--- src/rtl/zero_flag_pipe.sv ---
`default_nettype none
// ============================================================================
// Module   : zero_flag_pipe
// Purpose  : Pipelined fan-in-4 OR-tree zero detector with NZCV flag register
//            and valid/flush control for the execute stage.
// Revision : 1.0
// ============================================================================
module zero_flag_pipe #(
    parameter int WIDTH = 64
) (
    input  logic             clk,
    input  logic             rst_n,
    input  logic             in_valid,
    input  logic [WIDTH-1:0] in_data,
    input  logic             in_carry,
    input  logic             in_overflow,
    input  logic             in_set_flags,
    input  logic             flush,
    output logic             out_valid,
    output logic             result_zero,
    output logic             flag_n,
    output logic             flag_z,
    output logic             flag_c,
    output logic             flag_v,
    output logic             busy
);

    function automatic int calc_levels(input int w);
        int n;
        int c;
        n = 1;
        c = 0;
        while (n < w) begin
            n = n * 4;
            c = c + 1;
        end
        return c;
    endfunction

    // Width of the vector feeding level k (level 0 is the raw ALU result).
    function automatic int level_in_width(input int k);
        int w;
        w = WIDTH;
        for (int i = 0; i < k; i++) begin
            w = (w + 3) / 4;
        end
        return w;
    endfunction

    localparam int LEVELS = calc_levels(WIDTH);

    logic              w_final_or;
    logic [LEVELS-1:0] r_valid;
    logic [LEVELS-1:0] r_n;
    logic [LEVELS-1:0] r_c;
    logic [LEVELS-1:0] r_v;
    logic [LEVELS-1:0] r_sf;
    logic [3:0]        r_nzcv;

    for (genvar k = 0; k < LEVELS; k++) begin : g_level
        localparam int W_IN  = level_in_width(k);
        localparam int W_OUT = level_in_width(k + 1);

        logic [W_IN-1:0]    w_src;
        logic [4*W_OUT-1:0] w_pad;
        logic [W_OUT-1:0]   w_or;
        logic [W_OUT-1:0]   r_or;

        if (k == 0) begin : g_src_first
            assign w_src = in_data;
        end else begin : g_src_next
            assign w_src = g_level[k-1].r_or;
        end

        // Zero padding makes the short top group behave like a full group.
        always_comb begin
            w_pad            = '0;
            w_pad[W_IN-1:0]  = w_src;
            for (int j = 0; j < W_OUT; j++) begin
                w_or[j] = |w_pad[4*j +: 4];
            end
        end

        always_ff @(posedge clk or negedge rst_n) begin
            if (!rst_n) begin
                r_or <= '0;
            end else begin
                r_or <= w_or;
            end
        end

        if (k == LEVELS - 1) begin : g_last
            assign w_final_or = r_or[0];
        end
    end

    assign out_valid   = r_valid[LEVELS-1];
    assign result_zero = r_valid[LEVELS-1] & ~w_final_or;
    assign busy        = |r_valid;

    always_ff @(posedge clk or negedge rst_n) begin
        if (!rst_n) begin
            r_valid <= '0;
            r_n     <= '0;
            r_c     <= '0;
            r_v     <= '0;
            r_sf    <= '0;
        end else begin
            r_valid[0] <= in_valid & ~flush;
            r_n[0]     <= in_data[WIDTH-1];
            r_c[0]     <= in_carry;
            r_v[0]     <= in_overflow;
            r_sf[0]    <= in_set_flags;
            for (int k = 1; k < LEVELS; k++) begin
                r_valid[k] <= r_valid[k-1] & ~flush;
                r_n[k]     <= r_n[k-1];
                r_c[k]     <= r_c[k-1];
                r_v[k]     <= r_v[k-1];
                r_sf[k]    <= r_sf[k-1];
            end
        end
    end

    // The completing operation still retires on a flush edge.
    always_ff @(posedge clk or negedge rst_n) begin
        if (!rst_n) begin
            r_nzcv <= 4'b0000;
        end else if (r_valid[LEVELS-1] && r_sf[LEVELS-1]) begin
            r_nzcv <= {r_n[LEVELS-1], result_zero, r_c[LEVELS-1], r_v[LEVELS-1]};
        end
    end

    assign flag_n = r_nzcv[3];
    assign flag_z = r_nzcv[2];
    assign flag_c = r_nzcv[1];
    assign flag_v = r_nzcv[0];

endmodule
`default_nettype wire

--- config.mk ---
export PLATFORM = sky130hd
export DESIGN_NAME = zero_flag_pipe
export DESIGN_NICKNAME = d
export VERILOG_FILES = /design/src/rtl/zero_flag_pipe.sv
export SDC_FILE = /design/constraint.sdc
export NUM_CORES = 1
export LEC_CHECK = 0
export CAP_MARGIN = 20
export CORE_AREA = 2 2 66 68
export DETAILED_ROUTE_END_ITERATION = 16
export DIE_AREA = 0 0 68 70
export PLACE_DENSITY = 0.78
export SLEW_MARGIN = 20
export SYNTH_ARGS = -nofsm -noshare
export SYNTH_HDL_FRONTEND = slang
export SYNTH_SLANG_ARGS = --single-unit
--- constraint.sdc ---
create_clock -name clk -period 1 [get_ports clk]
set_clock_uncertainty 0.15 [all_clocks]
set_input_delay 0.1 -clock clk [delete_from_list [all_inputs] [get_ports clk]]
set_output_delay 0.1 -clock clk [all_outputs]
set_load 0.01 [all_outputs]
# ---- After elaboration in Yosys (flattened, before gate mapping)
# Cells that the tools add are included.
dict set report classes {
  bitwise_logic 6
  n_reduce_logical 23
}
# op count
set op_table {}
lappend op_table {{$reduce_or A4 Y1} 21}
lappend op_table {{$and A1 B1 Y1} 4}
lappend op_table {{$reduce_or A3 Y1} 1}
lappend op_table {{$not A1 Y1} 2}
lappend op_table {{$logic_and A1 B1 Y1} 1}
dict set report totals {
  in_bits 71
  ff_bits 40
  out_inout_bits 7
  wordCells 38
}

# ---- Depth between registers and ports, before layout
# Gate-level depths: netlist (run 1).
dict set report depth {
  depth_word 2
  mapped_depth 2
  depth_no_buf 2
}

# ---- Worst setup path before layout (run 1)
# OpenSTA, ideal clock, no wires.
dict set report synth_path {
  path_kind {reg-to-reg}
  startpoint {register r_valid[2]}
  endpoint {register r_nzcv[0]}
  path_stages_with_launch 3
  arrival_time_ns 0.889
  path_slack_ns -0.163
  setup_ns 0.125
  cell_sequence {dfrtp_1 -> nand2_1 -> mux2_2}
}
dict set report synth_via {
  elab_chain_cells 1
}
# item line
set synth_rtl {}
lappend synth_rtl {{start, declared} 53} ;# logic [LEVELS-1:0] r_valid;
lappend synth_rtl {{start signal, assigned by index} 115} ;# r_valid[k] <= r_valid[k-1] & ~flush;
lappend synth_rtl {{$logic_and A1 B1 Y1} 128} ;# end else if (r_valid[LEVELS-1] && r_sf[LEVELS-1]) begin
lappend synth_rtl {{end signal, assigned} 129} ;# r_nzcv <= {r_n[LEVELS-1], result_zero, r_c[LEVELS-1], r_v[LEVELS-1]};
lappend synth_rtl {{end, declared} 58} ;# logic [3:0] r_nzcv;
# No other way between the ends.
# A chain may end at the register's enable or synchronous reset.

# ---- Worst setup path after layout (run 1)
dict set report layout_path {
  startpoint {register r_valid[0]}
  endpoint {output port busy}
}
dict set report layout_via {
  elab_chain_cells 1
}
# item line
set layout_rtl {}
lappend layout_rtl {{start signal, assigned} 109} ;# r_valid[0] <= in_valid & ~flush;
lappend layout_rtl {{start signal, assigned by index} 115}
lappend layout_rtl {{$reduce_or A3 Y1} 99} ;# assign busy = |r_valid;
lappend layout_rtl {{end, declared} 25} ;# output logic busy
# No other way between the ends.

==> metrics, run 1 <==
latest clock arrival within the worst-skew pair=0.29 ns; setup repair after global routing missed its margin=yes; number of hold buffers added after CTS=1; number of cells in the design after placement=205; number of buffers on the longest clock path=2; GRT overflow=0; global-route wire length before repair=approximately 4.6 mm; post-detailed-route via-to-cell ratio=~4.4; maximum clock rate=between 0.7 and 0.8 GHz; Final Hold Fails=11; synthesized net count=143; cells after synthesis=72; total power consumption of the routed design=around 3400 µW; predominant post-synthesis flop cell=dfrtp_1; clock tree from TritonCTS=done; Final Worst Setup Slack=-0.413 ns; final design instance area without fill=around 2300 µm²; worst hold margin=-0.126 ns; Worst IR Drop VDD=0.000622 V; actual transition at the worst max-transition pin=between 0.2 and 0.3 ns; final cell count without fillers=217; Clk pin slew, worst setup/hold paths=0.07 ns; via count of the first global-routing pass=1130; pre-CTS setup slack=-0.458 ns; data arrival time of the critical path=1.16 ns; post-detail-place hpwl=2.24 mm; Setup Viol. Count Final=20; total inserted antenna cells=0; via count of the routed design=962; number of enable flip-flop cells after synthesis=0; number of H-tree levels=2; area of the core=slightly above 4000 µm²; largest net degree at the start of global routing=24; Port Buf Inserts=77; number of nets in the final layout=235; Final Critical Period=1.41 ns; cell taking the most area after synthesis=dfrtp_1; max-capacitance violation count=0; die extent in x=68 µm; Tcrit/Tclk final=141%; maximum net fanout on the critical path=2; count of warnings emitted by yosys=0; cts bufs inserted=5; Std-Cell Rows=24; slack of the worst reg-to-reg path=-0.25 ns; worst slew margin relative to its limit=around 81%; Die Height=~70 µm; Synth Cell Area=around 1200 µm²; root buf cell=clkbuf_8; starting utilization of the core area=roughly 30%; top area cells in the synthesized netlist=dfrtp_1 (81%), or4_1 (13%), mux2_2 (2.7%); min-delay worst type=primary input to flip-flop; GPL Wtd Cong=0.656; number of distinct library cell variants in the gate-level netlist after synthesis=8; violation count after the first detailed-route iteration=34; post-synthesis register bit count=40; area of the die=around 4800 µm²; number of top-level pins=around 80; top cells by count, synth=dfrtp_1 (40), or4_1 (21), nor2b_1 (4); power density cells=1490 nW/µm²; most frequent cell after synthesis=dfrtp_1; growth of design area from synthesis to finish=86.1%; wire per inst=between 10 and 15 µm; total count of max-transition violations in the final report=0; Yosys top cell area share=80.6%; total routing usage reported by global routing=13.1%; sequential-to-total area share from yosys stat=80.6%; failing checks=negative hold slack, negative setup slack; leakage=0.00101 µW; number of clock sinks=40; cell area after placement=roughly 2100 µm²; post-route core utilization=between 50 and 60%; Worst Setup Path Type=flip-flop to output port; kind of start point of the critical path=flip-flop; total wirelength of the detailed-routed design=about 2.8 mm; CP endpoint kind=output port; Post-route DRC=0; router iterations before antenna repair=4; fraction of final layout cells sized beyond drive strength 1=a little under a fifth; DRT antenna net count=0; result of the run=complete, but fails checks; CP required=around 0.75 ns; Async SR Flop Fraction=100%; number of antenna violations at the first check in global routing=0; mean instance size in the synthesized netlist=around 17 µm²
per-stage QoR:
step	TNS (ns)	hold WS, ns
CTS	-2.55	-0.0224
global route	-3.26	-0.124
finish	-2.85	-0.126
detailed placement	-7.89	-0.0773
floorplan	-1.02	-0.346
global placement	-7.33	-0.0840
state kept, by name, summed over array words and instances (netlist names):
signal and flops:
g_level.r_or 21, r_c 3, r_valid 3, r_v 3, r_sf 3, r_n 3, r_nzcv 4
area by class of cell:
class | instances | area, µm²
tap | 52 | 65.1
clock inverter | 3 | 42.5
timing repair buffer | 85 | 850
sequential | 40 | 1000
fill | 348 | 1830
multi-input combinational | 31 | 279
clock buffer | 5 | 68.8
inverter | 1 | 3.75
per-layer routing:
layer	global-route usage, %	wire length (µm)
met3	3.70	222
met5	0	0
met1	12.5	879
met4	6.00	48
met2	24.6	1680
where the power goes:
group | total [µW] | internal, µW | switching [µW]
Sequential | 1720 | 1690 | 30.7
Clock | 1260 | 737 | 525
Combinational | 456 | 336 | 121
path summary, 6_finish.rpt:
| path | startpoint | end | cells past startpoint |
|---|---|---|---|
| setup / recovery | r_valid[0] | busy | 2 |
| hold / removal | in_data[22] | g_level[0].r_or[5] | 2 |
| setup reg to reg | r_valid[2] | r_nzcv[3] | 4 |
| hold reg to reg | r_n[0] | r_n[1] | 0 |
| max in group asynchronous | rst_n | g_level[0].r_or[2] | 3 |
| min in group asynchronous | rst_n | r_nzcv[0] | 3 |
critical path, cell delays in order (launching register included):
cell	delay (ns)
dfrtp_1	0.37
or3_1	0.37
buf_2	0.15
cell families after synthesis:
group	after synthesis	share of synthesized area (%)
flip-flops	40	80.6
AND/OR/NAND/NOR	27	15.5
multiplexers	4	3.53
buffers and inverters	1	0.302
layout by cell type, fill, tap and decap left out, drive strengths merged:
master and count:
buf 15, bufinv 1, clkbuf 5, clkdlybuf4s50 50, clkinv 1, clkinvlp 1, dfrtp 40, dlygate4sd2 8
dlygate4sd3 1, dlymetal6s2s 11, inv 1, mux2 3, mux2i 1, nand2 1, nor2b 4, or3 1
or4 21
what timing repair did:
item / CTS / global route
resized for setup: 42 / 18
endpoints found under the hold margin: 45 / 10
buffers inserted: 0 / 3
endpoints found under the setup margin: 24 / 26
pin swaps: 11 / 12
Note: power is estimated with default switching activity, not from simulation.
==> run 2: changes to the inputs <==
--- a/config.mk
+++ b/config.mk
@@ -7,9 +7,12 @@
 export LEC_CHECK = 0
 export CAP_MARGIN = 20
 export CORE_AREA = 2 2 66 68
+export CTS_CLUSTER_DIAMETER = 30
 export DETAILED_ROUTE_END_ITERATION = 16
 export DIE_AREA = 0 0 68 70
+export GPL_TIMING_DRIVEN = 0
 export PLACE_DENSITY = 0.78
+export REMOVE_ABC_BUFFERS = 1
 export SLEW_MARGIN = 20
 export SYNTH_ARGS = -nofsm -noshare
 export SYNTH_HDL_FRONTEND = slang
==> metrics, run 2 (synthesis results as in run 1) <==
global-route wire length before repair=between 4 and 5 mm; clock tree from TritonCTS=done; Flop pwr share=approximately half; proportion of power drawn by combinational gates=13.5%; wire per inst=roughly 14 µm; Worst Setup Path Type=flip-flop to output port; worst hold margin=-0.126 ns; register containing the most flip-flops in the final layout=g_level.r_or; total count of max-transition violations in the final report=0; number of H-tree levels=2; power density cells=between 1500 and 2000 nW/µm²; growth of design area from synthesis to finish=85.2%; via count of the routed design=976; most common library cell in the layout ignoring fill and taps=clkdlybuf4s50_1; largest net degree at the start of global routing=36; post-detailed-route via-to-cell ratio=roughly 4.5; cell chain of the critical path=or3_1 -> buf_2; min-delay worst type=primary input to flip-flop; total power consumption of the routed design=between 3000 and 4000 µW; Post-route DRC=0; CP Depth=2; highest cell delay on the worst timing path=~0.40 ns; worst slew margin relative to its limit=87.5%; Final Critical Period=about 1.5 ns; failing checks=negative hold slack, negative setup slack; DRT antenna net count=0; result of the run=complete, but fails checks; total routing usage reported by global routing=between 10% and 20%; via count of the first global-routing pass=roughly 1.0k; switching power summed over all nets=between 600 and 700 µW; fraction of final layout cells sized beyond drive strength 1=about a fifth; violation count after the first detailed-route iteration=31; r2r worst-path depth=4; number of nets in the final layout=236; total wirelength of the detailed-routed design=about 3.0 mm; number of buffers on the longest clock path=2; CP required=0.75 ns; worst path buffer plus inverter count=1; leakage=~0.0010 µW; latest clock arrival within the worst-skew pair=between 0.2 and 0.3 ns; Clk pin slew, worst setup/hold paths=about 0.07 ns; number of top-level pins=78; starting utilization of the core area=between 20% and 30%; total inserted antenna cells=0; number of clock sinks=40; area of the die=roughly 4800 µm²; Std-Cell Rows=24; most used cells in the layout excluding fill and tap cells=clkdlybuf4s50_1 (53), dfrtp_1 (40), or4_1 (16), dlymetal6s2s_1 (10), buf_2 (7); Setup Viol. Count Final=18; kind of start point of the critical path=flip-flop; Final Worst Setup Slack=-0.486 ns; die extent in x=68 µm; data arrival time of the critical path=approximately 1.2 ns; number of flip-flops under the largest register name=21; Internal Power=approximately 2800 µW; maximum clock rate=~0.67 GHz; Worst IR Drop VDD=0.000638 V; Net Sw Frac=approximately a fifth; actual transition at the worst max-transition pin=roughly 0.19 ns; setup repair after global routing missed its margin=yes; top flop regs=g_level.r_or (21), r_nzcv (4); CP endpoint kind=output port; Slowest-stage cell, CP=or3_1; Min-Delay Path Depth=2; Top Family by Delay on Critical Path=simple AND/OR/NAND/NOR gates; root buf cell=clkbuf_8; Final Hold Fails=11; router iterations before antenna repair=2; number of antenna violations at the first check in global routing=0; Port Buf Inserts=77; GRT overflow=0; area of the core=between 4000 and 5000 µm²; cts bufs inserted=5; maximum net fanout on the critical path=2; Die Height=70 µm; GPL Wtd Cong=0.655; max-capacitance violation count=0; share of total power in the clock network=between 30 and 40%; Tcrit/Tclk final=149%
-- run 2: cell types whose count changed in the layout (fill, tap and decap cells not counted), sizes merged --
| cell | change |
|---|---|
| dlymetal6s2s | -1 |
| clkdlybuf4s50 | +3 |
| dlygate4sd3 | +1 |
| dlygate4sd2 | -2 |
-- run 2: final cells by class --
| class | instances | area [µm²] |
|---|---|---|
| multi-input cells | 31 | 274 |
| well taps | 52 | 65.1 |
| clock inverters | 3 | 42.5 |
| flip-flops and latches | 40 | 1000 |
| fillers | 344 | 1850 |
| inverters | 1 | 3.75 |
| clock buffers | 5 | 68.8 |
| repair buffers | 86 | 843 |
-- run 2: layer usage --
layer | vias to the layer above | GRT usage [%] | wire [µm]
met4 | 0 | 4.67 | 25
met5 | - | 0 | 0
met1 | 464 | 12.3 | 945
met3 | 6 | 4.83 | 264
met2 | 57 | 24.8 | 1740
li1 | 449 | - | -
-- run 2: repair_timing --
action,4_1_cts,5_1_grt
endpoints found under the hold margin,44,10
setup endpoints to repair,22,28
hold buffers,1,1
setup buffers,4,2
pin swaps,10,12
resized for setup,40,16
-- run 2: worst paths after layout --
kind / from / to / slack, ns
hold / removal: in_data[19] / g_level[0].r_or[4] / -0.13
setup reg to reg: r_valid[2] / r_nzcv[3] / -0.33
hold reg to reg: r_c[1] / r_c[2] / 0.20
max in group asynchronous: rst_n / r_n[0] / 0.23
min in group asynchronous: rst_n / r_sf[2] / 0.05
setup / recovery: r_valid[2] / busy / -0.49
-- run 2: per-stage QoR --
step	setup TNS (ns)	worst slack, ns	cells	instance area, µm²	util [%]
3_5_place_dp	-7.54	-0.523	202	2090	50.5
5_1_grt	-4.00	-0.515	218	2300	55.5
6_report	-3.51	-0.486	218	2300	55.5
2_1_floorplan	-1.12	-0.163	72	1240	-
3_3_place_gp	-51.22	-1.10	201	2080	50.1
4_1_cts	-2.56	-0.481	215	2220	53.7
-- run 2: power by group through the flow --
| stage | sequential [µW] | combinational, µW | clock, µW |
|---|---|---|---|
| floorplan | 1760 | 45.3 | 0 |
| global placement | 1740 | 418 | 0 |
| detailed placement | 1750 | 443 | 0 |
| CTS | 1720 | 444 | 1310 |
| global route | 1730 | 505 | 1390 |
| finish | 1720 | 468 | 1270 |
